## src/rtl/ddr_req_arbiter.sv

```systemverilog
// Round-robin DDR request arbiter with same-row streaking across NUM_CH FWFT queues.
// Optional DDR_ARB_STATS_EN adds saturating issue/hit counters.
module ddr_req_arbiter #(
  parameter int ADDR_W     = 32,
  parameter int NUM_CH     = 2,
  parameter int ROW_LSB    = 13,
  parameter int MAX_STREAK = 4,
  localparam int CH_W      = (NUM_CH > 1) ? $clog2(NUM_CH) : 1
) (
  input  logic                     clk,
  input  logic                     rst,
  input  logic [NUM_CH-1:0]        ch_empty,
  input  logic [NUM_CH*ADDR_W-1:0] ch_adrs,
  output logic [NUM_CH-1:0]        ch_pop,
  input  logic                     ready,
  output logic                     cmd_valid,
  output logic [ADDR_W-1:0]        cmd_adrs,
  output logic [CH_W-1:0]          cmd_ch,
  output logic                     cmd_hit,
`ifdef DDR_ARB_STATS_EN
  output logic [15:0]              issue_cnt,
  output logic [15:0]              hit_cnt,
`endif
  output logic                     busy
);

  // Handshake: a command transfers on a rising edge with cmd_valid && ready; while
  // cmd_valid && !ready the command outputs hold and no queue is popped.
  localparam int ROW_W = ADDR_W - ROW_LSB;

  typedef enum logic {IDLE, ISSUE} state_t;

  state_t            state;
  logic [CH_W-1:0]   last_grant;
  logic [3:0]        streak;
  logic [ROW_W-1:0]  last_row;
  logic              last_row_valid;

  logic [ADDR_W-1:0] head [NUM_CH];
  logic              rr_found;
  logic [CH_W-1:0]   rr_ch;
  logic              xfer;
  logic              same_ok;
  logic              sel_same;
  logic              sel_rr;
  logic              pop_any;
  logic [CH_W-1:0]   pop_ch;
  logic [ADDR_W-1:0] new_adrs;
  logic              new_hit;

  function automatic logic [ROW_W-1:0] row_of(input logic [ADDR_W-1:0] a);
    return a[ADDR_W-1:ROW_LSB];
  endfunction

  always_comb begin
    for (int i = 0; i < NUM_CH; i++) head[i] = ch_adrs[i*ADDR_W +: ADDR_W];
  end

  // First non-empty channel after the last grant, wrapping at NUM_CH.
  always_comb begin
    rr_found = 1'b0;
    rr_ch    = '0;
    for (int k = 1; k <= NUM_CH; k++) begin
      if (!rr_found && !ch_empty[(int'(last_grant) + k) % NUM_CH]) begin
        rr_found = 1'b1;
        rr_ch    = CH_W'((int'(last_grant) + k) % NUM_CH);
      end
    end
  end

  assign xfer    = cmd_valid && ready;
  assign same_ok = !ch_empty[cmd_ch] && (row_of(head[cmd_ch]) == row_of(cmd_adrs)) &&
                   (streak < 4'(MAX_STREAK));

  always_comb begin
    sel_same = 1'b0;
    sel_rr   = 1'b0;
    if (rst) begin
      if (state == IDLE) begin
        sel_rr = rr_found;
      end else if (xfer) begin
        if (same_ok) sel_same = 1'b1;
        else         sel_rr   = rr_found;
      end
    end
  end

  assign pop_any  = sel_same || sel_rr;
  assign pop_ch   = sel_same ? cmd_ch : rr_ch;
  assign new_adrs = head[pop_ch];

  always_comb begin
    if (sel_same)           new_hit = 1'b1;
    else if (state == IDLE) new_hit = last_row_valid && (row_of(new_adrs) == last_row);
    else                    new_hit = (row_of(new_adrs) == row_of(cmd_adrs));
  end

  always_comb begin
    ch_pop = '0;
    for (int i = 0; i < NUM_CH; i++) begin
      if (pop_any && (pop_ch == CH_W'(i))) ch_pop[i] = 1'b1;
    end
  end

  assign busy = (state != IDLE);

  always_ff @(posedge clk) begin
    if (!rst) begin
      state          <= IDLE;
      cmd_valid      <= 1'b0;
      cmd_adrs       <= '0;
      cmd_ch         <= '0;
      cmd_hit        <= 1'b0;
      last_grant     <= CH_W'(NUM_CH - 1);
      streak         <= '0;
      last_row       <= '0;
      last_row_valid <= 1'b0;
    end else begin
      case (state)
        IDLE: begin
          if (sel_rr) begin
            cmd_valid  <= 1'b1;
            cmd_adrs   <= new_adrs;
            cmd_ch     <= rr_ch;
            cmd_hit    <= new_hit;
            last_grant <= rr_ch;
            streak     <= 4'd1;
            state      <= ISSUE;
          end
        end
        ISSUE: begin
          if (xfer) begin
            last_row       <= row_of(cmd_adrs);
            last_row_valid <= 1'b1;
            if (pop_any) begin
              cmd_adrs <= new_adrs;
              cmd_ch   <= pop_ch;
              cmd_hit  <= new_hit;
              if (sel_same) begin
                streak <= streak + 4'd1;
              end else begin
                streak     <= 4'd1;
                last_grant <= rr_ch;
              end
            end else begin
              // Going idle forgets the row so the next burst starts as a miss.
              cmd_valid      <= 1'b0;
              cmd_hit        <= 1'b0;
              last_row_valid <= 1'b0;
              state          <= IDLE;
            end
          end
        end
        default: state <= IDLE;
      endcase
    end
  end

`ifdef DDR_ARB_STATS_EN
  always_ff @(posedge clk) begin
    if (!rst) begin
      issue_cnt <= '0;
      hit_cnt   <= '0;
    end else if (xfer) begin
      if (issue_cnt != 16'hFFFF) issue_cnt <= issue_cnt + 16'd1;
      if (cmd_hit && (hit_cnt != 16'hFFFF)) hit_cnt <= hit_cnt + 16'd1;
    end
  end
`endif

endmodule

```

## config.mk

```make
export PLATFORM = sky130hd
export DESIGN_NAME = ddr_req_arbiter
export DESIGN_NICKNAME = d
export VERILOG_FILES = /design/src/rtl/ddr_req_arbiter.sv
export SDC_FILE = /design/constraint.sdc
export NUM_CORES = 1
export LEC_CHECK = 0
export ABC_AREA = 1
export BUFFER_PORTS_ARGS = -buffer_cell sky130_fd_sc_hd__buf_2
export CORE_MARGIN = 2
export CORE_UTILIZATION = 30
export DETAILED_ROUTE_END_ITERATION = 10
export SLEW_MARGIN = 10
export SYNTH_ARGS = -nofsm -noshare
export SYNTH_HDL_FRONTEND = slang
export SYNTH_SLANG_ARGS = --single-unit
```

## constraint.sdc

```tcl
create_clock -name clk -period 5.55 [get_ports clk]
set_input_delay 1.11 -clock clk [delete_from_list [all_inputs] [get_ports clk]]
set_output_delay 1.11 -clock clk [all_outputs]
set_load 0.02 [all_outputs]
```

---- Word-level counts from Yosys, hierarchy flattened ----
Cells that the tools add are included.
word-level totals
  bits in registers ....................... 61
  input port bits ......................... 69
  output and inout bits ................... 38
  word-level logic and storage cells ...... 107
cells by class
  $add $sub $neg .......................... 3
  magnitude comparators ................... 6
  equal/unequal tests ..................... 8
  multiplexer cells ....................... 60
  bitwise logic cells ..................... 6
  reduce and logical (&&, ||, !) cells .... 15
operator list
  kind                 number
  $mux 32              9
  $pmux 32 s2          1
  $eq 19x19->1         3
  $mux 1               40
  $mux 4               4
  $pmux 1 s2           5
  $pmux 4 s2           1
  $logic_and 1x1->1    7
  $lt 2x3->1 const B   2
  $ne 2x2->1 const B   3
  $reduce_and 3->1     2
  $add 4x1->4 const B  1
  $ge 2x2->1 const B   2
  $lt 4x3->1 const B   1
  $ne 2x1->1 const B   2
  $not 1->2            2
  $reduce_and 2->1     2
  $reduce_and 4->1     1
  $add 1x1->1 const B  2
  $and 1x1->1 const A  2
  $logic_not 1->1      2
  $lt 1x2->1 const B   1
  $not 1->1            2
  $logic_or 1x1->1     1

---- Longest topological paths before layout ----
Gate-level depths: netlist of run 1.
  word-level depth ........................ 23
  gate-level depth with buffers ........... 26
  gate-level depth less buffers ........... 24

---- Worst setup path before layout of run 1 ----
No wires, ideal clock.
  kind .................................... input-to-output
  from .................................... input ready
  to ...................................... output ch_pop[0]
  arrival time ............................ 2.769 ns
  path slack .............................. 1.671 ns
  stages on the path ...................... 11
  cell sequence ........................... nand2_1 nor2_1 inv_1 nor2_1 nand4_1 nand2_2 nand2_2 buf_6 buf_8 clkbuf_1 nor2_1
on the way
  cells in the longest elaborated chain, start to end .. 8
  elaborated cells on any way between the ends .. 12
RTL lines
  item                   line  text
  start, declared        15    input logic ready,
  $logic_and 1x1->1 (*)  71    assign xfer = cmd_valid && ready;
  $mux 1                 81    end else if (xfer) begin
  $mux 1                 79    if (state == IDLE) begin
  $mux 1                 78    if (rst) begin
  $mux 1                 89    assign pop_ch = sel_same ? cmd_ch : rr_ch;
  $not 1->1              101   if (pop_any && (pop_ch == CH_W'(i))) ch_pop[i] = 1'b1;
  $logic_and 1x1->1 (*)  101
  $mux 1 (*)             101
  end, declared          14    output logic [NUM_CH-1:0] ch_pop,
Mark *: on every way between the ends. The rest lies on a longest branch, timed or not.

---- Worst setup path after layout of run 1 ----
  from .................................... input ready
  to ...................................... output ch_pop[1]
on the way
  cells in the longest elaborated chain, start to end .. 7
  elaborated cells on any way between the ends .. 11
RTL lines
  item                                        line
  $logic_and 1x1->1 (*)                       71
  $mux 1                                      81
  $mux 1                                      79
  $mux 1                                      78
  $mux 1 or $logic_or 1x1->1 (tied branches)  89, 88
  $logic_and 1x1->1 (*)                       101
  $mux 1 (*)                                  101
Marked as above.

==> flow_summary.toml, run 1 <==
[pwr]
p_per_area_nw_per_um2 = 271
ir_worst_vdd_mv = 0.142
pwr-share-seq_pct = 35.5
p_switching_w = 0.000496
p_int_w = 0.000909
p_sw_share_pct = 35.3
p_comb_share_pct = 27.4
power_leakage_nw = 2.86
pwr-share-clk_pct = 37.0

[worst_hold_path]
hold_depth = 2
holdPathEnd = "last_grant$_SDFFE_PN1P_"
worstHoldStart = "last_grant$_SDFFE_PN1P_"
hp-class = "flip-flop to flip-flop"

[routing]
drtPass1Iterations = 4
wl_per_cell_um = 13.9
wl_um = 14200
drt_iter0_markers = 358
vias_per_cell = 4.88
via_count = 4979
ant_nets = 0
drc = 0

[clock_network]
clk_pin_slew_ns = 0.06
cts.root.buffer_cell = "clkbuf_16"
clock-sinks = 61
hold_buffers = 0
cts_made_buffers = 9
clock_latency_ns = 0.35
cts_setup_buffers = 0
cts_buffer_depth = 2
cts_resized = 0
cts_tree = "yes"
cts_max_level = 3

[worst_setup_path]
worstSetupStartpointType = "primary input"
r2r-start = "cmd_ch$_SDFFE_PN0P_"
r2r_setup_slack_ns = 1.75
worstPathArrival_ns = 3.31
path_max_fanout = 41
ff2ff_path_depth = 22
cp.required_ns = 4.44
cp-end-kind = "output pin"
rr_endpoint = "cmd_hit$_SDFFE_PN0P_"
worstSetupPathType = "primary input to output pin"

[floorplan]
core-area_um2 = 13900
fp.dieArea_um2 = 15300
rows = 43
fp.dieH_um = 124
initial_utilization_pct = 30.8
io_pins = 107
die_x_um = 124

[global_route]
grt_pass1_wl_um = 22000
grt_usage_pct = 19.0
globalRoute.totalOverflow = 0
grt_pass1_vias = 4467
grt_start_max_net_pins = 47
antenna_found_initial = 0

[layout]
final_cell_mix = "nand2_1 (267), buf_2 (106), nand3_1 (102)"
area_growth_pct = 21.1
fin_cells = 1021
layout.nets = 907
final_common_cell = "nand2_1"
diodes = 0
drive_gt1_share_pct = 16.6

[synthesis]
ys_seq_elements = 61
ys_types = 26
syn_inst = 745
syn-cell-area_um2 = 4290
syn_avg_cell_area_um2 = 5.75
ys_warn_count = 0
synth_sequential_area_ratio_pct = 28.5
synth_nets = 815

[timing]
fmax_ghz = 0.226
fin_ws_ns = 1.13
min_period_over_period_pct = 79.7
min_period_ns = 4.42
final_hold_viol_count = 0
drv_slew = 0
skew_ns = 0.0116
max_slew.worst_pin.slew_ns = 0.564
finalSetupTns_ns = 0
slew_headroom_pct = 62.2
rsz0062_at_grt = "no"
setup_viol = 0

[run_status]
outcome = "finished, final reports clean"

[placement]
place_inst = 1006
place_ws_ns = 1.14
dp_hpwl_um = 10400
gp_congestion = 0.870
buffer_ports.inserted = 106

[flow_run]
max_cap_viol_count = 0
cells by family after synthesis:
kind of cell	share of synthesized area [%]
AOI/OAI and AO/OA	13.5
DFF	28.5
xor gates and xnor gates	0.204
and+or+nand+nor	44.6
buffers and inverters	12.9
adders and majority gates	0.292
how the worst max path moves through the flow:
stage | start | depth (start not counted) | endpoint | slack (ns)
global route | ready | 12 | ch_pop[1] | 0.90
global placement | ready | 12 | ch_pop[1] | 1.20
detailed placement | ready | 12 | ch_pop[1] | 1.14
floorplan | ready | 11 | ch_pop[0] | 1.67
finish | ready | 12 | ch_pop[1] | 1.13
CTS | ready | 12 | ch_pop[1] | 1.13
worst max-delay path, cell delays in order:
cell and delay (ns):
buf_2 0.08, nand2_1 0.05, nor2_2 0.08, buf_4 0.36, inv_1 0.14, nor2_1 0.22, nand4_1 0.17, nand2_2 0.46
nand2_2 0.16, inv_2 0.24, nor2_1 0.07, buf_2 0.16
flip-flops by register name, indices dropped and copies added (netlist names):
register and flops:
last_row 19, cmd_adrs 32, cmd_ch 1, cmd_valid 1, last_grant 1, busy 1, last_row_valid 1, cmd_hit 1
streak 4
cell type report:
type	count	area [um2]
Clock buffer	11	243
Clock inverter	4	25.0
Fill cell	1584	8740
Inverter	101	379
Multi-Input combinational cell	551	2510
Sequential cell	61	1220
Tap cell	180	225
Timing Repair Buffer	113	583
routing by layer:
metal / part of all wire (%) / GRT usage, % / vias to the layer above
met1: 47 / 24.4 / 2233
met2: 44 / 30.4 / 170
li1: - / - / 2557
met4: 1.8 / 6.18 / 0
met3: 7.6 / 5.67 / 19
met5: 0 / 0 / -
power groups by stage:
stage | clock (W) | combinational [W] | sequential (W)
floorplan | 0 | 0.000236 | 0.000532
CTS | 0.000534 | 0.000384 | 0.000499
finish | 0.000520 | 0.000385 | 0.000499
global route | 0.000552 | 0.000433 | 0.000504
detailed placement | 0 | 0.000383 | 0.000508
global placement | 0 | 0.000382 | 0.000508
synth_stat cells, drive strengths merged:
library cell / number / area [um2]
nand3b: 17 / 128
o21ai: 40 / 204
nand4: 3 / 33.8
nor2: 53 / 204
o211ai: 23 / 173
inv: 101 / 379
dfxtp: 61 / 1220
a21boi: 1 / 7.51
ha: 1 / 12.5
a21oi: 37 / 189
a211oi: 1 / 7.51
nand3: 102 / 510
buf: 13 / 103
clkbuf: 19 / 71.3
xnor2: 1 / 8.76
nand2: 272 / 1030
per-stage QoR:
| stage | hold slack (ns) | utilization (%) | instance area (um2) | power (W) |
|---|---|---|---|---|
| floorplan | 0.429 | - | 4290 | 0.000768 |
| global placement | 0.448 | 35.3 | 4920 | 0.000890 |
| detailed placement | 0.452 | 35.3 | 4920 | 0.000891 |
| CTS | 0.467 | 37.2 | 5190 | 0.00142 |
| global route | 0.501 | 37.2 | 5190 | 0.00149 |
| finish | 0.465 | 37.2 | 5190 | 0.00140 |
Note: power is estimated with default switching activity, not from simulation.
==> run 2, diff against run 1 <==
==> constraint.sdc (replaced) <==
create_clock -name clk -period 3.7 [get_ports clk]
set_input_delay 0.74 -clock clk [delete_from_list [all_inputs] [get_ports clk]]
set_output_delay 0.74 -clock clk [all_outputs]
set_load 0.02 [all_outputs]
==> flow_summary.toml, run 2 (synthesis results as in run 1) <==
[pwr]
ir_worst_vdd_mv = 0.196
power_leakage_nw = 2.93
p_per_area_nw_per_um2 = 446
totalPowerFinal_w = 0.00238

[global_route]
met1_usage_pct = 25.0
antenna_found_initial = 1
grt_pass1_wl_um = 23000
grtUsageMet3_pct = 5.72
grt.busiest_layer = "met2"
grt_usage_pct = 19.4
use_met2_pct = 31.1
grt_start_max_net_pins = 47
globalRoute.totalOverflow = 0
grt_pass1_vias = 4622

[clock_network]
cts_made_buffers = 9
clock_latency_ns = 0.34
cts_buffer_depth = 2
cts_max_level = 3
clock-sinks = 61
hold_buffers = 0
cts_tree = "yes"
cts_resized = 0
clk_pin_slew_ns = 0.06
cts_setup_buffers = 0
cts.root.buffer_cell = "clkbuf_16"

[layout]
final_cell_mix = "nand2_1 (267), buf_2 (106), nand3_1 (102)"
final_common_cell = "nand2_1"
drive_gt1_share_pct = 17.1
top_register = "cmd_adrs"
largest_reg_flops = 32
layout.nets = 911
final_area_um2 = 5330
top_regs = "cmd_adrs x32, last_row x19, streak x4"
area_growth_pct = 24.4
diodes = 0

[routing]
wl_um = 14400
via_count = 4955
vias_per_cell = 4.83
wl_per_cell_um = 14.0
drtPass1Iterations = 5
ant_nets = 0
drc = 0
drt_iter0_markers = 447

[placement]
place_area_um2 = 4960
buffer_ports.inserted = 106
dp_hpwl_um = 10600
gp_congestion = 0.939

[timing]
setup_viol = 0
min_period_over_period_pct = 88.1
drv_slew = 0
fmax_ghz = 0.307
final_hold_viol_count = 0
slew_headroom_pct = 67.0
skew_ns = 0.00626
rsz0062_at_grt = "no"
min_period_ns = 3.26
max_slew.worst_pin.slew_ns = 0.495
finalSetupTns_ns = 0

[worst_setup_path]
cp.required_ns = 2.96
cp-end-kind = "output pin"
worstSetupStartpointType = "flip-flop"
path_max_fanout = 24
worstSetupPathType = "flip-flop to output pin"
worstPathArrival_ns = 2.52

[floorplan]
die_x_um = 124
io_pins = 107
initial_utilization_pct = 30.8
core-area_um2 = 13900
fp.dieArea_um2 = 15300
rows = 43
fp.dieH_um = 124

[flow_run]
max_cap_viol_count = 0

[worst_hold_path]
hp-class = "flip-flop to flip-flop"

[run_status]
outcome = "finished, final reports clean"
run 2: stage by stage:
step                std cells  setup slack, ns  utilization [%]  hold WS, ns
floorplan                 745            0.561                -        0.429
global placement         1010            0.545             35.6        0.447
detailed placement       1010            0.552             35.6        0.450
CTS                      1026            0.406             38.2        0.463
global route             1026            0.214             38.2        0.485
finish                   1026            0.438             38.2        0.458
run 2: layer usage:
layer	part of all wire, %	wire length (um)
met1	45	6420
met5	0	0
met3	9.3	1330
met2	44	6340
met4	1.8	263
run 2: path summary, 6_finish.rpt:
check / cells past startpoint / endpoint / from / slack (ns)
max: 14 / ch_pop[1] / cmd_ch$_SDFFE_PN0P_ / 0.44
min: 2 / streak[3]$_SDFFE_PN0P_ / streak[3]$_SDFFE_PN0P_ / 0.46
max reg2reg: 20 / cmd_hit$_SDFFE_PN0P_ / cmd_ch$_SDFFE_PN0P_ / 0.70
min reg2reg: 2 / streak[3]$_SDFFE_PN0P_ / streak[3]$_SDFFE_PN0P_ / 0.46
run 2: final cells by class:
type | instances | area [um2]
Sequential cell | 61 | 1220
Clock buffer | 10 | 229
Fill cell | 1511 | 8610
Inverter | 101 | 379
Multi-Input combinational cell | 551 | 2510
Timing Repair Buffer | 117 | 626
Tap cell | 180 | 225
Clock inverter | 6 | 135
run 2: worst max-delay path, stage by stage (launching register included):
cell	delay, ns
dfxtp_1	0.31
inv_2	0.37
nand2_1	0.13
nand2_1	0.08
nand2_1	0.05
nand2_1	0.13
nand2_1	0.07
nor2_1	0.13
nand2_1	0.08
nor2_2	0.12
nand4_4	0.09
nand2_2	0.18
inv_2	0.15
nor2_1	0.11
buf_2	0.17
run 2: power by group:
part | internal (W) | switching, W | leakage [nW] | total, W
Clock | 0.000726 | 0.000318 | 0.169 | 0.00104
Sequential | 0.000706 | 0.0000435 | 0.501 | 0.000750
Combinational | 0.000197 | 0.000386 | 2.26 | 0.000583
Total | 0.00163 | 0.000747 | 2.93 | 0.00238
